File: src/rtl/hamming_pkg.sv
// Shared Hamming(7,4) definitions: codeword bit positions, field widths and
// the syndrome equations used by both the encoder and the decoder.
package hamming_pkg;

  localparam int CODE_W = 7;
  localparam int DATA_W = 4;
  localparam int PAR_W  = 3;

  // Bit index = (1-based Hamming position) - 1
  localparam int P1_IDX = 0;
  localparam int P2_IDX = 1;
  localparam int D0_IDX = 2;
  localparam int P3_IDX = 3;
  localparam int D1_IDX = 4;
  localparam int D2_IDX = 5;
  localparam int D3_IDX = 6;

  // Each syndrome bit covers the positions whose 1-based index has that bit
  // set, so a single flipped bit yields its own position as the syndrome.
  function automatic logic [PAR_W-1:0] calc_syndrome(input logic [CODE_W-1:0] code);
    logic [PAR_W-1:0] s;
    s[0] = code[P1_IDX] ^ code[D0_IDX] ^ code[D1_IDX] ^ code[D3_IDX];
    s[1] = code[P2_IDX] ^ code[D0_IDX] ^ code[D2_IDX] ^ code[D3_IDX];
    s[2] = code[P3_IDX] ^ code[D1_IDX] ^ code[D2_IDX] ^ code[D3_IDX];
    return s;
  endfunction

endpackage

File: src/rtl/hamming_syndrome.sv
// Combinational syndrome generator for one Hamming(7,4) codeword.
module hamming_syndrome
  import hamming_pkg::*;
(
  input  logic [CODE_W-1:0] code_i,
  output logic [PAR_W-1:0]  syndrome_o
);

  assign syndrome_o = calc_syndrome(code_i);

endmodule

File: src/rtl/hamming_decoder.sv
// Two-stage Hamming(7,4) single-error-correcting decoder with valid/ready
// flow control and a saturating count of corrected beats.
module hamming_decoder
  import hamming_pkg::*;
#(
  parameter int CNT_W = 16
) (
  input  logic              clk,
  input  logic              reset_n,
  input  logic              in_valid,
  output logic              in_ready,
  input  logic [CODE_W-1:0] in_code,
  output logic              out_valid,
  input  logic              out_ready,
  output logic [DATA_W-1:0] out_data,
  output logic [PAR_W-1:0]  out_parity,
  output logic [PAR_W-1:0]  out_syndrome,
  output logic              out_err,
  output logic              out_err_data,
  output logic [CNT_W-1:0]  corr_count,
  input  logic              clr_count
);

  logic              advance;
  logic [PAR_W-1:0]  syndrome;

  logic              s1_valid_q;
  logic [CODE_W-1:0] s1_code_q;
  logic [PAR_W-1:0]  s1_syn_q;

  logic              s2_valid_q;
  logic [DATA_W-1:0] data_q, data_d;
  logic [PAR_W-1:0]  parity_q, parity_d;
  logic [PAR_W-1:0]  syn_q;
  logic              err_q, err_d;
  logic              errd_q, errd_d;

  logic [CNT_W-1:0]  cnt_q, cnt_d;
  logic [CODE_W-1:0] flip_mask;
  logic [CODE_W-1:0] corr_code;

  // Whole pipeline moves together; a full output slot stalls both stages.
  assign advance  = ~s2_valid_q | out_ready;
  assign in_ready = advance;

  hamming_syndrome u_syndrome (
    .code_i     (in_code),
    .syndrome_o (syndrome)
  );

  always_ff @(posedge clk or negedge reset_n) begin
    if (!reset_n) begin
      s1_valid_q <= 1'b0;
      s1_code_q  <= '0;
      s1_syn_q   <= '0;
    end else if (advance) begin
      s1_valid_q <= in_valid;
      if (in_valid) begin
        s1_code_q <= in_code;
        s1_syn_q  <= syndrome;
      end
    end
  end

  always_comb begin
    flip_mask = '0;
    for (int i = 0; i < CODE_W; i++) begin
      flip_mask[i] = (s1_syn_q == PAR_W'(i + 1));
    end
    corr_code = s1_code_q ^ flip_mask;
    data_d    = {corr_code[D3_IDX], corr_code[D2_IDX], corr_code[D1_IDX], corr_code[D0_IDX]};
    parity_d  = {corr_code[P3_IDX], corr_code[P2_IDX], corr_code[P1_IDX]};
    err_d     = |s1_syn_q;
    errd_d    = flip_mask[D0_IDX] | flip_mask[D1_IDX] | flip_mask[D2_IDX] | flip_mask[D3_IDX];
  end

  always_ff @(posedge clk or negedge reset_n) begin
    if (!reset_n) begin
      s2_valid_q <= 1'b0;
      data_q     <= '0;
      parity_q   <= '0;
      syn_q      <= '0;
      err_q      <= 1'b0;
      errd_q     <= 1'b0;
    end else if (advance) begin
      s2_valid_q <= s1_valid_q;
      if (s1_valid_q) begin
        data_q   <= data_d;
        parity_q <= parity_d;
        syn_q    <= s1_syn_q;
        err_q    <= err_d;
        errd_q   <= errd_d;
      end
    end
  end

  // Clear has priority over a coinciding corrected-beat increment.
  always_comb begin
    cnt_d = cnt_q;
    if (clr_count) begin
      cnt_d = '0;
    end else if (s2_valid_q && out_ready && err_q && !(&cnt_q)) begin
      cnt_d = cnt_q + CNT_W'(1);
    end
  end

  always_ff @(posedge clk or negedge reset_n) begin
    if (!reset_n) begin
      cnt_q <= '0;
    end else begin
      cnt_q <= cnt_d;
    end
  end

  assign out_valid    = s2_valid_q;
  assign out_data     = data_q;
  assign out_parity   = parity_q;
  assign out_syndrome = syn_q;
  assign out_err      = err_q;
  assign out_err_data = errd_q;
  assign corr_count   = cnt_q;

endmodule

File: config.mk
export PLATFORM = sky130hd
export DESIGN_NAME = hamming_decoder
export DESIGN_NICKNAME = d
export VERILOG_FILES = /design/src/rtl/hamming_pkg.sv /design/src/rtl/hamming_syndrome.sv /design/src/rtl/hamming_decoder.sv
export SDC_FILE = /design/constraint.sdc
export NUM_CORES = 1
export LEC_CHECK = 0
export BUFFER_PORTS_ARGS = -buffer_cell sky130_fd_sc_hd__buf_2
export CAP_MARGIN = 40
export CORE_MARGIN = 8
export CORE_UTILIZATION = 40
export DETAILED_ROUTE_END_ITERATION = 12
export PLACE_DENSITY_LB_ADDON = 0.1
export SETUP_SLACK_MARGIN = 0.5
export SYNTH_ARGS = -nofsm -noshare
export SYNTH_HDL_FRONTEND = slang
export SYNTH_SLANG_ARGS = --single-unit
File: constraint.sdc
create_clock -name clk -period 2.8 [get_ports clk]
set_input_delay 0.42 -clock clk [delete_from_list [all_inputs] [get_ports clk]]
set_output_delay 0.42 -clock clk [all_outputs]
set_load 0.01 [all_outputs]
Yosys cells after proc, flatten, opt, wreduce, memory -nomap -nowiden:

Cells that the tools add are included.

* add/subtract/negate cells: 1
* equality and inequality tests: 7
* muxes and demuxes: 2
* bitwise logic cells: 15
* reduce and logical (&&, ||, !) cells: 9

Operators by type and width (count)
* 16-bit 2-to-1 mux: 2
* 16-bit by 1-bit adder with 16-bit output (second input constant): 1
* 16-bit AND reduction: 1
* 3-bit equality test (second input constant): 4
* 1-bit XOR: 9
* 7-bit XOR: 1
* 3-bit by 2-bit equality test with 1-bit output (second input constant): 2
* 1-bit bitwise OR: 4
* 2-bit AND reduction: 2
* 3-bit by 1-bit equality test with 1-bit output (second input constant): 1
* 1-bit logical AND: 3
* 3-bit OR reduction: 1
* 2-bit nonzero test: 1
* 1-bit zero test: 1
* 1-bit inverter: 1

* flip-flop bits (word level): 40
* bits of input ports: 12
* output and inout bits: 30
* word-level logic and storage cells: 44

Longest topological paths before layout:

* depth after elaboration: 5
* depth in mapped cells: 6
* gate-level depth less buffers: 5

By module:

A second synthesis with hierarchy kept.

* cells, all modules: 194
* area, all modules: 1985.7 sq um

By module, submodules not included
* hamming_decoder: instances 1, cells each 186, area each 1915.6 sq um, seq. area each 1001.0 sq um
* hamming_syndrome: instances 1, cells each 8, area each 70.1 sq um, seq. area each 0.0 sq um

Least setup slack after synthesis:

OpenSTA, ideal clock, no wires.

* kind: register to register
* start: reg cnt_q[0] (netlist: corr_count[0])
* end: reg cnt_q[10] (netlist: corr_count[10])
* library setup time: 78 ps
* data arrival time: 1928 ps
* path slack: 794 ps
* cell stages (with the launch flop): 7
* path buffers: 1
* period minus slack after synthesis: 2006 ps
* cells stage by stage: dfrtp_1 -> ha_1 -> inv_2 -> or4_1 -> clkbuf_2 -> or4_1 -> a21oi_1

* cells in the longest elaborated chain, start to end: 4
* elaborated cells on any way between the ends: 7
* those cells by class: add/sub (1); mux (2); reduce/logical (4)

Ends and longest elaborated chain
* start: declaration: RTL line hamming_decoder.sv:38 `logic [CNT_W-1:0] cnt_q, cnt_d;`
* start signal: assignment: RTL line hamming_decoder.sv:111 `cnt_q <= cnt_d;`
* branches (longest 4 deep; another with 16-bit by 1-bit adder with 16-bit output)

Several ways; the timed one is not identified. The select of a mux whose other input is x is not followed.
A chain may end at the register's enable or synchronous reset.

Worst setup path after layout:

* start: reg cnt_q[0] (netlist: corr_count[0])
* end: reg cnt_q[14] (netlist: corr_count[14])

Same word-level chain as after synthesis.

==> summary.md <==
| Metric | Value |
|---|---|
| Status | finished clean |
| Cell count after placement | 298 |
| Reg-to-reg slack, setup | 0.70 ns |
| Sequential element share of the synthesized area | 0.506 |
| Syn Nets | 210 |
| RD Place Congestion | 0.774 |
| Average wire per standard cell | 14.5 um |
| CTS Sinks | 40 |
| WP data required | 3.02 ns |
| Skew final | 0.00374 ns |
| Die height | between 80 and 90 um |
| Type of the most critical hold path | in -> async |
| Post-route clock period utilization | 0.749 |
| Core area | 0.00475 mm2 |
| Max-cap violations | 0 |
| Fin area | 0.00236 mm2 |
| Hold Buf Count CTS | 0 |
| Cell Area, Synth | just under 0.002 mm2 |
| Distinct cells, synth | 35 |
| P_leak | 1.02 nW |
| Num CTS Buffers | 5 |
| FP Rows | 25 |
| Clock latency on the worst-skew pair | 0.29 ns |
| Relative slew margins | 0.593 |
| Starting Density | 0.416 |
| CTS tree | yes |
| Power per cell area | 648 mW/mm2 |
| YS warnings | 0 |
| DRT Wirelength | 4430 um |
| Final core utilization | 0.496 |
| Launching point of the worst reg2reg path | corr_count[0] |
| DRC | 0 |
| FILL cells | 471 |
| CTS H-tree depth | 2 |
| CP arrival | approximately 2.3 ns |
| CP Max Fanout | 8 |
| Layout Cells excl Fill | a little over 300 |
| Vias per inst | roughly 5.2 |
| CP Launch Type | flop |
| Nets | 251 |
| Post-Syn Instances | ~200 |
| FF+latch area | 0.00100 mm2 |
| # setup viols final | 0 |
| IO Port Bufs | 41 |
| Total gr overflow | 0 |
| Critical Path Start | corr_count[0] |
| Primary FF master, synth | dfrtp_1 |
| Dpl cell area | roughly 0.0023 mm2 |
| Vias | 1598 |
| Pins Over Slew Limit | 0 |
| Post-synth EDFFs | 0 |
| Maximum number of pins on one net before global-route repair | 26 |
| Final WS setup | roughly 0.70 ns |
| Root buf cell | clkbuf_8 |
| CTS clk-pin slew, worst paths | 0.08 ns |
| DIE WIDTH | 86.3 um |
| Worst-margin pin slew | 0.609 ns |
| Max Buffers Root-to-Sink | 2 |
| First-pass DRT Iterations | 4 |
| Syn avg cell area | 10.0 um2 |
| # IOs | 42 |
| Detail Route Antenna Nets | 0 |
| TNS Setup | 0 ns |
| Total power | 1.53 mW |
| HPWL Detailed | 3220 um |
| CP Class | reg -> reg |
| Worst r2r path cells | 5 |
| Total track usage | 0.130 |
| Crit path to | corr_count[14] |
| Most frequent cells in the layout | 41 x buf_2, 40 x dfrtp_1, 25 x nand2_1 |
| Initial antenna violation count | 0 |
| Most common cell after layout, fill and taps aside | buf_2 |
| Synth-to-layout area growth | 19.1% |
| Crit end category | flop |
| Critical R2R Capture | corr_count[14] |
| Initial drt markers | about 110 |
| Final hold viol count | 0 |
| Fraction of layout cells with a size suffix above 1 | 0.289 |
| Die ar. | 0.00746 mm2 |
| Ant diodes | 0 |
| Global-route wire length before repair | 7780 um |
| Number of global-route vias before repair | 1556 |
| Crit path time final | 2.10 ns |
| Post-synthesis async set-or-reset flop share | 1.00 |
| FF+latch count, synth | 40 |
| Area taken by multi-input logic gates | slightly above 900 um2 |
| Post-cts repair resize count | 0 |
| Setup WS pre-CTS | 0.702 ns |
| Post-CTS Setup Repair Bufs | 0 |
| Max IR drop VDD | 0.323 mV |
| RSZ-0062 raised after global routing | no |
| Max Fclk | 0.477 GHz |
| Worst hold slack | 0.0270 ns |
## worst min-delay path by stage
stage               start            end
2_1_floorplan     reset_n  corr_count[0]
3_3_place_gp   s1_valid_q      out_valid
3_5_place_dp      reset_n  corr_count[8]
4_1_cts           reset_n  corr_count[8]
5_1_grt           reset_n    out_data[1]
6_report          reset_n  corr_count[8]
## cell type report
cell class | instances | area share
clock buffer | 6 | 0.0350
clock inverter | 2 | 0.00637
inverter | 4 | 0.00637
multi-input combinational | 143 | 0.390
sequential | 40 | 0.425
tap | 67 | 0.0356
timing repair buffer | 44 | 0.102
## power by group
part	switching (mW)	total, mW	internal (mW)	leakage (nW)
sequential	0.0899	0.773	0.683	0.513
clock	0.212	0.411	0.200	0.0434
combinational	0.181	0.343	0.162	0.464
## cell usage after synthesis, types with 3 or more instances
library cell  number  area (um2)
or4_1              9        67.6
or3_1              4        25.0
nand2_1           25        93.8
o31ai_1            9        67.6
dfrtp_1           40        1000
xor2_1             7        61.3
nand3_1            7        35.0
nand4_1            5        31.3
mux2_2            10         113
xnor2_1            8        70.1
o21ai_0           17        85.1
nor2_1             5        18.8
a21oi_1           14        70.1
clkbuf_1           8        30.0
inv_1              3        11.3
## flip-flops by register name (all words and copies together) (netlist names)
signal,flops
out_parity,3
s1_valid_q,1
s1_code_q,7
s1_syn_q,3
out_valid,1
corr_count,16
out_err_data,1
out_syndrome,3
out_data,4
out_err,1
## cell families (layout without fill, tap and decap cells)
kind of cell	count (synthesis)	in the layout	share of synthesized area
flip-flops	40	40	0.506
multiplexers	11	11	0.0619
buffers and inverters	14	56	0.0297
AO/OA/AOI/OAI	44	44	0.130
XOR/XNOR	15	15	0.0664
adder cells (fa/ha/maj)	1	1	0.00632
AND/OR/NAND/NOR	72	72	0.200
## metal layers
layer,track usage,up-vias,wire [um]
met5,0,-,0
met3,0.0501,4,316
met4,0.0376,0,48
li1,-,804,-
met1,0.178,746,2360
met2,0.183,44,1700
## critical path, cell delays in order, from the launching register on
cell and delay (ns):
dfrtp_1 0.42, ha_1 0.32, inv_2 0.07, or4_1 0.64, or4_1 0.43, a21oi_1 0.15
(Power assumes the default switching activity.)
